### src/rtl/mips_pipe_pkg.sv
// rtl/mips_pipe_pkg.sv - shared widths, bubble encoding and state type for the pipeline registers
package mips_pipe_pkg;

  localparam int          INSTR_W_DEF   = 16;
  localparam int          PC_W_DEF      = 16;
  localparam logic [15:0] NOP_INSTR_DEF = 16'h0000;

  typedef enum logic [1:0] {
    EMPTY = 2'd0,
    ONE   = 2'd1,
    TWO   = 2'd2
  } pipe_state_t;

endpackage

### src/rtl/pipe_sat_ctr.sv
// rtl/pipe_sat_ctr.sv - saturating event counter, cleared only by reset
module pipe_sat_ctr #(
  parameter int CNT_W = 16
) (
  input  logic             clk,
  input  logic             rst_n,
  input  logic             inc,
  output logic [CNT_W-1:0] cnt
);

  always_ff @(posedge clk or negedge rst_n) begin
    if (!rst_n) begin
      cnt <= '0;
    end else if (inc && (cnt != '1)) begin
      cnt <= cnt + 1'b1;
    end
  end

endmodule

### src/rtl/pipe_stage_reg.sv
// rtl/pipe_stage_reg.sv - elastic {instr,pc} stage register with 2-entry skid and flush
// Perf counters are built only when PIPE_REG_PERF_EN is defined; otherwise they read 0.
module pipe_stage_reg
  import mips_pipe_pkg::*;
#(
  parameter int                 INSTR_W   = INSTR_W_DEF,
  parameter int                 PC_W      = PC_W_DEF,
  parameter logic [INSTR_W-1:0] NOP_INSTR = INSTR_W'(NOP_INSTR_DEF),
  parameter int                 CNT_W     = 16
) (
  input  logic               clk,
  input  logic               rst_n,
  input  logic               in_valid,
  output logic               in_ready,
  input  logic [INSTR_W-1:0] in_instr,
  input  logic [PC_W-1:0]    in_pc,
  input  logic               flush,
  output logic               out_valid,
  input  logic               out_ready,
  output logic [INSTR_W-1:0] out_instr,
  output logic [PC_W-1:0]    out_pc,
  output logic [CNT_W-1:0]   stall_cnt,
  output logic [CNT_W-1:0]   bubble_cnt
);

  pipe_state_t        state;
  logic [INSTR_W-1:0] main_instr, skid_instr;
  logic [PC_W-1:0]    main_pc, skid_pc;
  logic               accept, release_beat;

  // Handshake flags come only from the state flop, so out_ready never reaches in_ready.
  assign in_ready     = (state != TWO);
  assign out_valid    = (state != EMPTY);
  assign accept       = in_valid & in_ready;
  assign release_beat = out_valid & out_ready;

  assign out_instr = out_valid ? main_instr : NOP_INSTR;
  assign out_pc    = out_valid ? main_pc    : '0;

  always_ff @(posedge clk or negedge rst_n) begin
    if (!rst_n) begin
      state      <= EMPTY;
      main_instr <= '0;
      main_pc    <= '0;
      skid_instr <= '0;
      skid_pc    <= '0;
    end else if (flush) begin
      state <= EMPTY;
    end else begin
      case (state)
        EMPTY: begin
          if (accept) begin
            main_instr <= in_instr;
            main_pc    <= in_pc;
            state      <= ONE;
          end
        end
        ONE: begin
          if (accept && release_beat) begin
            main_instr <= in_instr;
            main_pc    <= in_pc;
          end else if (accept) begin
            skid_instr <= in_instr;
            skid_pc    <= in_pc;
            state      <= TWO;
          end else if (release_beat) begin
            state <= EMPTY;
          end
        end
        TWO: begin
          if (release_beat) begin
            main_instr <= skid_instr;
            main_pc    <= skid_pc;
            state      <= ONE;
          end
        end
        default: state <= EMPTY;
      endcase
    end
  end

`ifdef PIPE_REG_PERF_EN
  pipe_sat_ctr #(.CNT_W(CNT_W)) u_stall_ctr (
    .clk   (clk),
    .rst_n (rst_n),
    .inc   (out_valid & ~out_ready),
    .cnt   (stall_cnt)
  );

  pipe_sat_ctr #(.CNT_W(CNT_W)) u_bubble_ctr (
    .clk   (clk),
    .rst_n (rst_n),
    .inc   (~out_valid),
    .cnt   (bubble_cnt)
  );
`else
  assign stall_cnt  = '0;
  assign bubble_cnt = '0;
`endif

endmodule

### config.mk
export PLATFORM = sky130hd
export DESIGN_NAME = pipe_stage_reg
export DESIGN_NICKNAME = d
export VERILOG_FILES = /design/src/rtl/mips_pipe_pkg.sv /design/src/rtl/pipe_sat_ctr.sv /design/src/rtl/pipe_stage_reg.sv
export SDC_FILE = /design/constraint.sdc
export NUM_CORES = 1
export LEC_CHECK = 0
export ABC_CLOCK_PERIOD_IN_PS = 3550
export BUFFER_PORTS_ARGS = -buffer_cell sky130_fd_sc_hd__buf_2
export CAP_MARGIN = 25
export CORE_MARGIN = 4
export CORE_UTILIZATION = 30
export DETAILED_ROUTE_END_ITERATION = 6
export PLACE_DENSITY = 0.51
export SYNTH_ARGS = -nofsm -noshare
export SYNTH_HDL_FRONTEND = slang
export SYNTH_HIERARCHICAL = 1
export SYNTH_SLANG_ARGS = --single-unit
### constraint.sdc
create_clock -name clk -period 3.55 [get_ports clk]
set_clock_uncertainty 0.15 [all_clocks]
set_input_delay 0 -clock clk [delete_from_list [all_inputs] [get_ports clk]]
set_output_delay 0 -clock clk [all_outputs]
set_load 0.05 [all_outputs]
Yosys cells after proc, flatten, opt, wreduce, memory -nomap -nowiden. Index checks and enable logic that the tools add are counted.

Order comparisons: 0. Equality and inequality tests: 10. Divide/modulo/power cells: 0. $add $sub $neg: 0. Bitwise logic cells: 4. Shift-type cells: 0. $mul: 0. Reduce and logical (&&, ||, !) cells: 7. Mux-type cells: 17.

Operator list (count): two-way mux 16 bit (8); one-hot mux 16 bit (3 select lines) (2); two-way mux 2 bit (6); inequality test 3 bit (second input constant) (3); inequality test 2 bit (second input constant) (4); AND reduction 4 bit (2); one-hot mux 2 bit (3 select lines) (1); AND reduction 5 bit (1); inequality test 4 bit (second input constant) (1); nonzero test 3 bit (1); AND 1 bit (2); equality test 2 x 1 -> 1 bit (second input constant) (1); equality test 2 bit (second input constant) (1); zero test 2 bit (1); inverter 1 bit (2); nonzero test 2 bit (1); logical AND 1 bit (1).

Bits in latches: 0. Bits in registers: 66. Input port bits: 37. Memories kept: 0. Bits in writable memories: 0. Memory bits (read-only): 0.

Longest topological paths before layout.
Depth after elaboration: 7. Gate-level depth with buffers: 5. Mapped depth without buffers: 4.

Least setup slack after synthesis. Ideal clock, no wire load.

Kind: register to register. Start point: register state[1]. End point: register main_instr[4]. Period minus slack after synthesis: 1.679 ns. Cell stages (with the launch flop): 6. Path slack: 1.871 ns. Library setup time: 0.125 ns. Required time: 3.275 ns. Data arrival time: 1.404 ns. Path through: dfrtp_1 nor2b_1 buf_6 buf_8 mux2_4 mux2_4.

Longest elaborated chain between the ends: 5.

Ends and longest elaborated chain: start: declaration (RTL line pipe_stage_reg.sv:26) `pipe_state_t state;`; start signal: assignment (RTL line pipe_stage_reg.sv:42) `state <= EMPTY;`; start signal: assignment (RTL line pipe_stage_reg.sv:48) `state <= EMPTY;`; start signal: assignment (RTL line pipe_stage_reg.sv:55) `state <= ONE;`; inequality test 2 bit / nonzero test 2 bit (equally long branches) (RTL line pipe_stage_reg.sv:32, pipe_stage_reg.sv:33); AND 1 bit (on tied branches) (RTL line pipe_stage_reg.sv:34, pipe_stage_reg.sv:35); logical AND 1 bit (RTL line pipe_stage_reg.sv:59) `if (accept && release_beat) begin`; inequality test 2 bit (no source line); AND reduction 5 bit (no source line); end signal: assignment (RTL line pipe_stage_reg.sv:53) `main_instr <= in_instr;`; end signal: assignment (RTL line pipe_stage_reg.sv:60) `main_instr <= in_instr;`; end signal: assignment (RTL line pipe_stage_reg.sv:72) `main_instr <= skid_instr;`; end: declaration (RTL line pipe_stage_reg.sv:27) `logic [INSTR_W-1:0] main_instr, skid_instr;`.

Several ways; a longest one is shown, not always the timed one. A chain may end at the register's enable or synchronous reset.

Final worst setup path.
Start point: register state[1]. End point: register state[1].

Longest elaborated chain between the ends: 6.

Ends and longest elaborated chain: inequality test 2 bit (RTL line pipe_stage_reg.sv:32) `assign in_ready = (state != TWO);`; AND 1 bit (RTL line pipe_stage_reg.sv:34) `assign accept = in_valid & in_ready;`; two-way mux 2 bit (RTL line pipe_stage_reg.sv:62) `end else if (accept) begin`; two-way mux 2 bit (RTL line pipe_stage_reg.sv:59); one-hot mux 2 bit (3 select lines) (RTL line pipe_stage_reg.sv:50) `case (state)`; two-way mux 2 bit (RTL line pipe_stage_reg.sv:47) `end else if (flush) begin`.

Several ways; a longest one is shown, not always the timed one. The select of a mux whose other input is x is not followed.

==> summary.md <==
The port buffer count is 70, and the endpoint arrival time on the critical path is 2.50 ns. sky130_fd_sc_hd__dfrtp_1 takes more of the synthesized area than any other cell. The detailed-routing iteration count for the pre-antenna-repair pass is 4, and the initial antenna violation count is 0.

In this run the number of H-tree levels came out at 3. For the worst-skew pair, the clock arrives at the later sink with an insertion delay of 0.33 ns. STA classifies the critical path endpoint as a flop. The synthesized design contains 66 register bits. After synthesis, the largest family of logic cells by area is multiplexers. Prior to clock tree synthesis, the placed netlist has a worst setup slack of 1.281 ns.

The post-synthesis share of cell area spent on xor and xnor gates is 0%, and the netlist area before placement is 0.003652 mm². For this configuration, the core starts out at a cell density of 30.53%. For the sequential area share after synthesis, the log shows 45.22%. After synthesis, the mean cell area works out to 14.21 µm².

The longest clock path from root to sink contains 2 buffers. TritonCTS built the clock tree. The tools report the number of routed nets with antenna violations as 0. The critical path goes through nor2b_4, buf_12, a21oi_1, nor3_1, dlygate4sd3_1.

0 antenna diodes ended up in the layout. Summing the areas of all compound-gate instances in the mapped netlist gives 1.165% of the synthesized area. The critical path contains buffers and inverters numbering 2 combined. After detailed routing, the number of remaining DRC violations is 0. The part of the cycle the worst path needs was 67.09%; the total of max-cap violations was 0. After floorplanning, the core was sized to cover 0.01196 mm². After detailed routing, the number of vias per cell comes to 4.181. The area share of the largest cell type after synthesis came out at 45.22%. Cell count after synthesis: 257. The fraction of synthesis flops using an asynchronous set or reset pin came out at 100.0%. The HPWL after detailed placement is 4.801 mm. The number of clock buffers added by TritonCTS is 9. The worst setup path is of the reg2reg kind. The via count was 2170; the maximum number of pins on one net before global-route repair was 40.

Compared with the post-synthesis result, the final layout area differs by 27.71%. Number of endpoints with negative hold slack in the final report: 0. The count of flip-flops with a built-in enable after synthesis was 0. After global routing the overflow that remains totals 0.

Timing would allow up to 419.9 MHz. Setup repair after global routing left no endpoint under its margin. The proportion of layout cells with a drive suffix above 1 was 47.85%; the fraction of the mapped netlist area in simple logic gates was 7.400%. The flow ran to the end, and the final reports show no timing, DRC or antenna violations. At the worst endpoint, the required time is 3.67 ns. The number of global-route vias before repair was 2279; the worst supply voltage drop on vdd was 0.2092 mV. Pin placement for this block handled 103 I/O pins. The floorplan has 40 rows. After routing, the total negative slack on setup checks comes to 0 ns. The run gives 66 as the sink count of the clock tree.

Root buffer cell: sky130_fd_sc_hd__clkbuf_16. At the pin with the least slew margin, the transition time is 0.8811 ns. The sort of element at the start of the critical path was a flop. Setup violations remaining at the end of the flow were counted as 0. After synthesis, the share of cell area in mux cells is 35.35%. The minimum period implied by the final worst setup slack was 2.382 ns. For this block, the initial DRC count from the detailed router was 48.

Slowest stage cell on the critical path: sky130_fd_sc_hd__nor2b_4. The logs give 41.26% for the worst slew margin relative to its limit and 1.168 ns for the worst path setup slack after routing. Sorting the synthesized cells by area gives the leading types as sky130_fd_sc_hd__dfrtp_1 45%, sky130_fd_sc_hd__mux2_4 23%, sky130_fd_sc_hd__mux2_2 7.4%, sky130_fd_sc_hd__buf_4 6.6%, sky130_fd_sc_hd__nor2b_1 5.7%. The number of nets in the final layout came out at 404. During synthesis, Yosys emitted a total of 6 warnings.

The run gives 0 as the final count of pins violating max slew. The worst hold path belongs to the class in2async. Summing the areas of all fa, ha and maj instances in the mapped netlist gives 0% of the synthesized area. Power density over the cells: 556.1 mW/mm².

Measured along the x axis, the die boundary spans 118.3 µm. The clock transition time at the flip-flop clock pins of the worst setup and hold paths came out at 0.06 ns. The placer congestion estimate was 0.6916; the delay of the slowest cell on the worst path was 0.66 ns.

Along the worst path, the maximum fanout reaches 18. On the critical path the largest part of the delay comes from buffers and inverters. The run gives 23 as the unique cell type count in the Yosys netlist. The floorplan step defined a die boundary enclosing 0.01400 mm².

The run gives 11.87 mm as the global-route wire length before repair. The run gives 0 as the buffers inserted during post-CTS setup optimization. The routed wire length is 7.023 mm. The static power due to leakage was 0.002218 µW.

The primary flip-flop cell chosen by synthesis mapping was sky130_fd_sc_hd__dfrtp_1. The vertical die dimension is 118.3 µm, and the overall fraction of global-route tracks in use is 10.71%. Dividing the detail-routed wire length by the instance count gives 13.53 µm.
[registers in the layout, indices dropped and copies added (netlist names)]
register    flops
skid_instr     16
skid_pc        16
main_pc        16
main_instr     16
state           2
[final cells by class]
| class | instances | area (µm²) |
|---|---|---|
| repair buffers | 113 | 778.2 |
| well taps | 147 | 183.9 |
| inverters | 2 | 7.507 |
| multi-input cells | 175 | 1739 |
| clock buffers | 9 | 225.2 |
| flip-flops and latches | 66 | 1652 |
| fillers | 1134 | 7297 |
| clock inverters | 7 | 78.83 |
[per-stage QoR]
step           utilization (%)  area (µm²)  total power, µW  cells  hold slack, ns
3_3_place_gp             33.36        3990             1671    466         0.02529
3_5_place_dp             33.36        3990             1687    466         0.02753
5_1_grt                  39.00        4664             2729    519          0.2812
2_1_floorplan                -        3769             1572    288         -0.4456
4_1_cts                  39.00        4664             2630    519          0.2041
6_report                 39.00        4664             2594    519          0.1711
[Yosys cell counts, types with 2 or more instances]
master	instances
sky130_fd_sc_hd__clkbuf_1	3
sky130_fd_sc_hd__mux2_4	56
sky130_fd_sc_hd__mux2_1	16
sky130_fd_sc_hd__buf_12	2
sky130_fd_sc_hd__dfrtp_1	66
sky130_fd_sc_hd__mux2_2	24
sky130_fd_sc_hd__buf_6	7
sky130_fd_sc_hd__buf_4	32
sky130_fd_sc_hd__nand2_1	2
sky130_fd_sc_hd__inv_1	2
sky130_fd_sc_hd__a21oi_1	2
sky130_fd_sc_hd__nor2_1	2
sky130_fd_sc_hd__nor2b_1	33
[kinds of logic (layout without fill, tap and decap cells)]
kind of cell / after synthesis / count (layout)
flip-flops: 66 / 66
multiplexers: 96 / 96
AO/OA/AOI/OAI: 5 / 5
buffers and inverters: 47 / 131
AND/OR/NAND/NOR: 42 / 42
other: 1 / 32
[metal layers]
| layer | wire (µm) | global-route usage [%] | vias up |
|---|---|---|---|
| met4 | 114 | 3.956 | 0 |
| li1 | - | - | 1034 |
| met5 | 0 | 0 | - |
| met3 | 401 | 3.445 | 10 |
| met2 | 3498 | 17.72 | 62 |
| met1 | 3008 | 13.01 | 1064 |
[cell usage in the layout (no fill, tap or decap)]
master | synthesis | layout
sky130_fd_sc_hd__a21oi_1 | 2 | 2
sky130_fd_sc_hd__a21oi_4 | 1 | 1
sky130_fd_sc_hd__buf_12 | 2 | 1
sky130_fd_sc_hd__buf_2 | 0 | 70
sky130_fd_sc_hd__buf_4 | 32 | 5
sky130_fd_sc_hd__bufinv_16 | 0 | 1
sky130_fd_sc_hd__clkbuf_16 | 0 | 9
sky130_fd_sc_hd__clkinv_4 | 0 | 2
sky130_fd_sc_hd__clkinvlp_4 | 0 | 3
sky130_fd_sc_hd__conb_1 | 1 | 32
sky130_fd_sc_hd__dfrtp_1 | 66 | 66
sky130_fd_sc_hd__dlygate4sd3_1 | 0 | 37
sky130_fd_sc_hd__inv_1 | 2 | 2
sky130_fd_sc_hd__inv_6 | 0 | 1
sky130_fd_sc_hd__mux2_1 | 16 | 16
sky130_fd_sc_hd__mux2_2 | 24 | 24
sky130_fd_sc_hd__mux2_4 | 56 | 56
sky130_fd_sc_hd__nand2_1 | 2 | 2
sky130_fd_sc_hd__nand2b_2 | 1 | 1
sky130_fd_sc_hd__nand3b_1 | 1 | 1
sky130_fd_sc_hd__nor2_1 | 2 | 1
sky130_fd_sc_hd__nor2_4 | 0 | 1
sky130_fd_sc_hd__nor2b_1 | 33 | 32
sky130_fd_sc_hd__nor2b_2 | 1 | 1
sky130_fd_sc_hd__nor2b_4 | 0 | 1
sky130_fd_sc_hd__nor3_1 | 1 | 1
sky130_fd_sc_hd__nor3b_4 | 1 | 1
sky130_fd_sc_hd__o21a_1 | 1 | 1
sky130_fd_sc_hd__o22a_1 | 1 | 1
[worst paths after layout]
| kind | start | end | slack, ns | depth (start not counted) |
|---|---|---|---|---|
| min in group clk | in_pc[7] | skid_pc[7] | 0.28 | 3 |
| max in group asynchronous | rst_n | skid_pc[9] | 2.16 | 3 |
| worst min-delay path | rst_n | main_pc[12] | 0.17 | 2 |
| worst min register to register | skid_instr[15] | skid_instr[15] | 0.33 | 1 |
| worst max-delay path | state[1] | state[1] | 1.17 | 5 |
| worst max register to register | state[1] | state[1] | 1.17 | 5 |
[what timing repair did]
action                    CTS  global route
hold buffers               37             0
gates resized for setup     0             0
hold endpoints to repair  104             0
[where the power goes]
part / total (µW) / internal, µW / switching [µW]
logic: 673 / 307 / 366
clock network: 898 / 548 / 350
registers: 1020 / 933 / 90.2
Power figures use the tool's default switching activity.
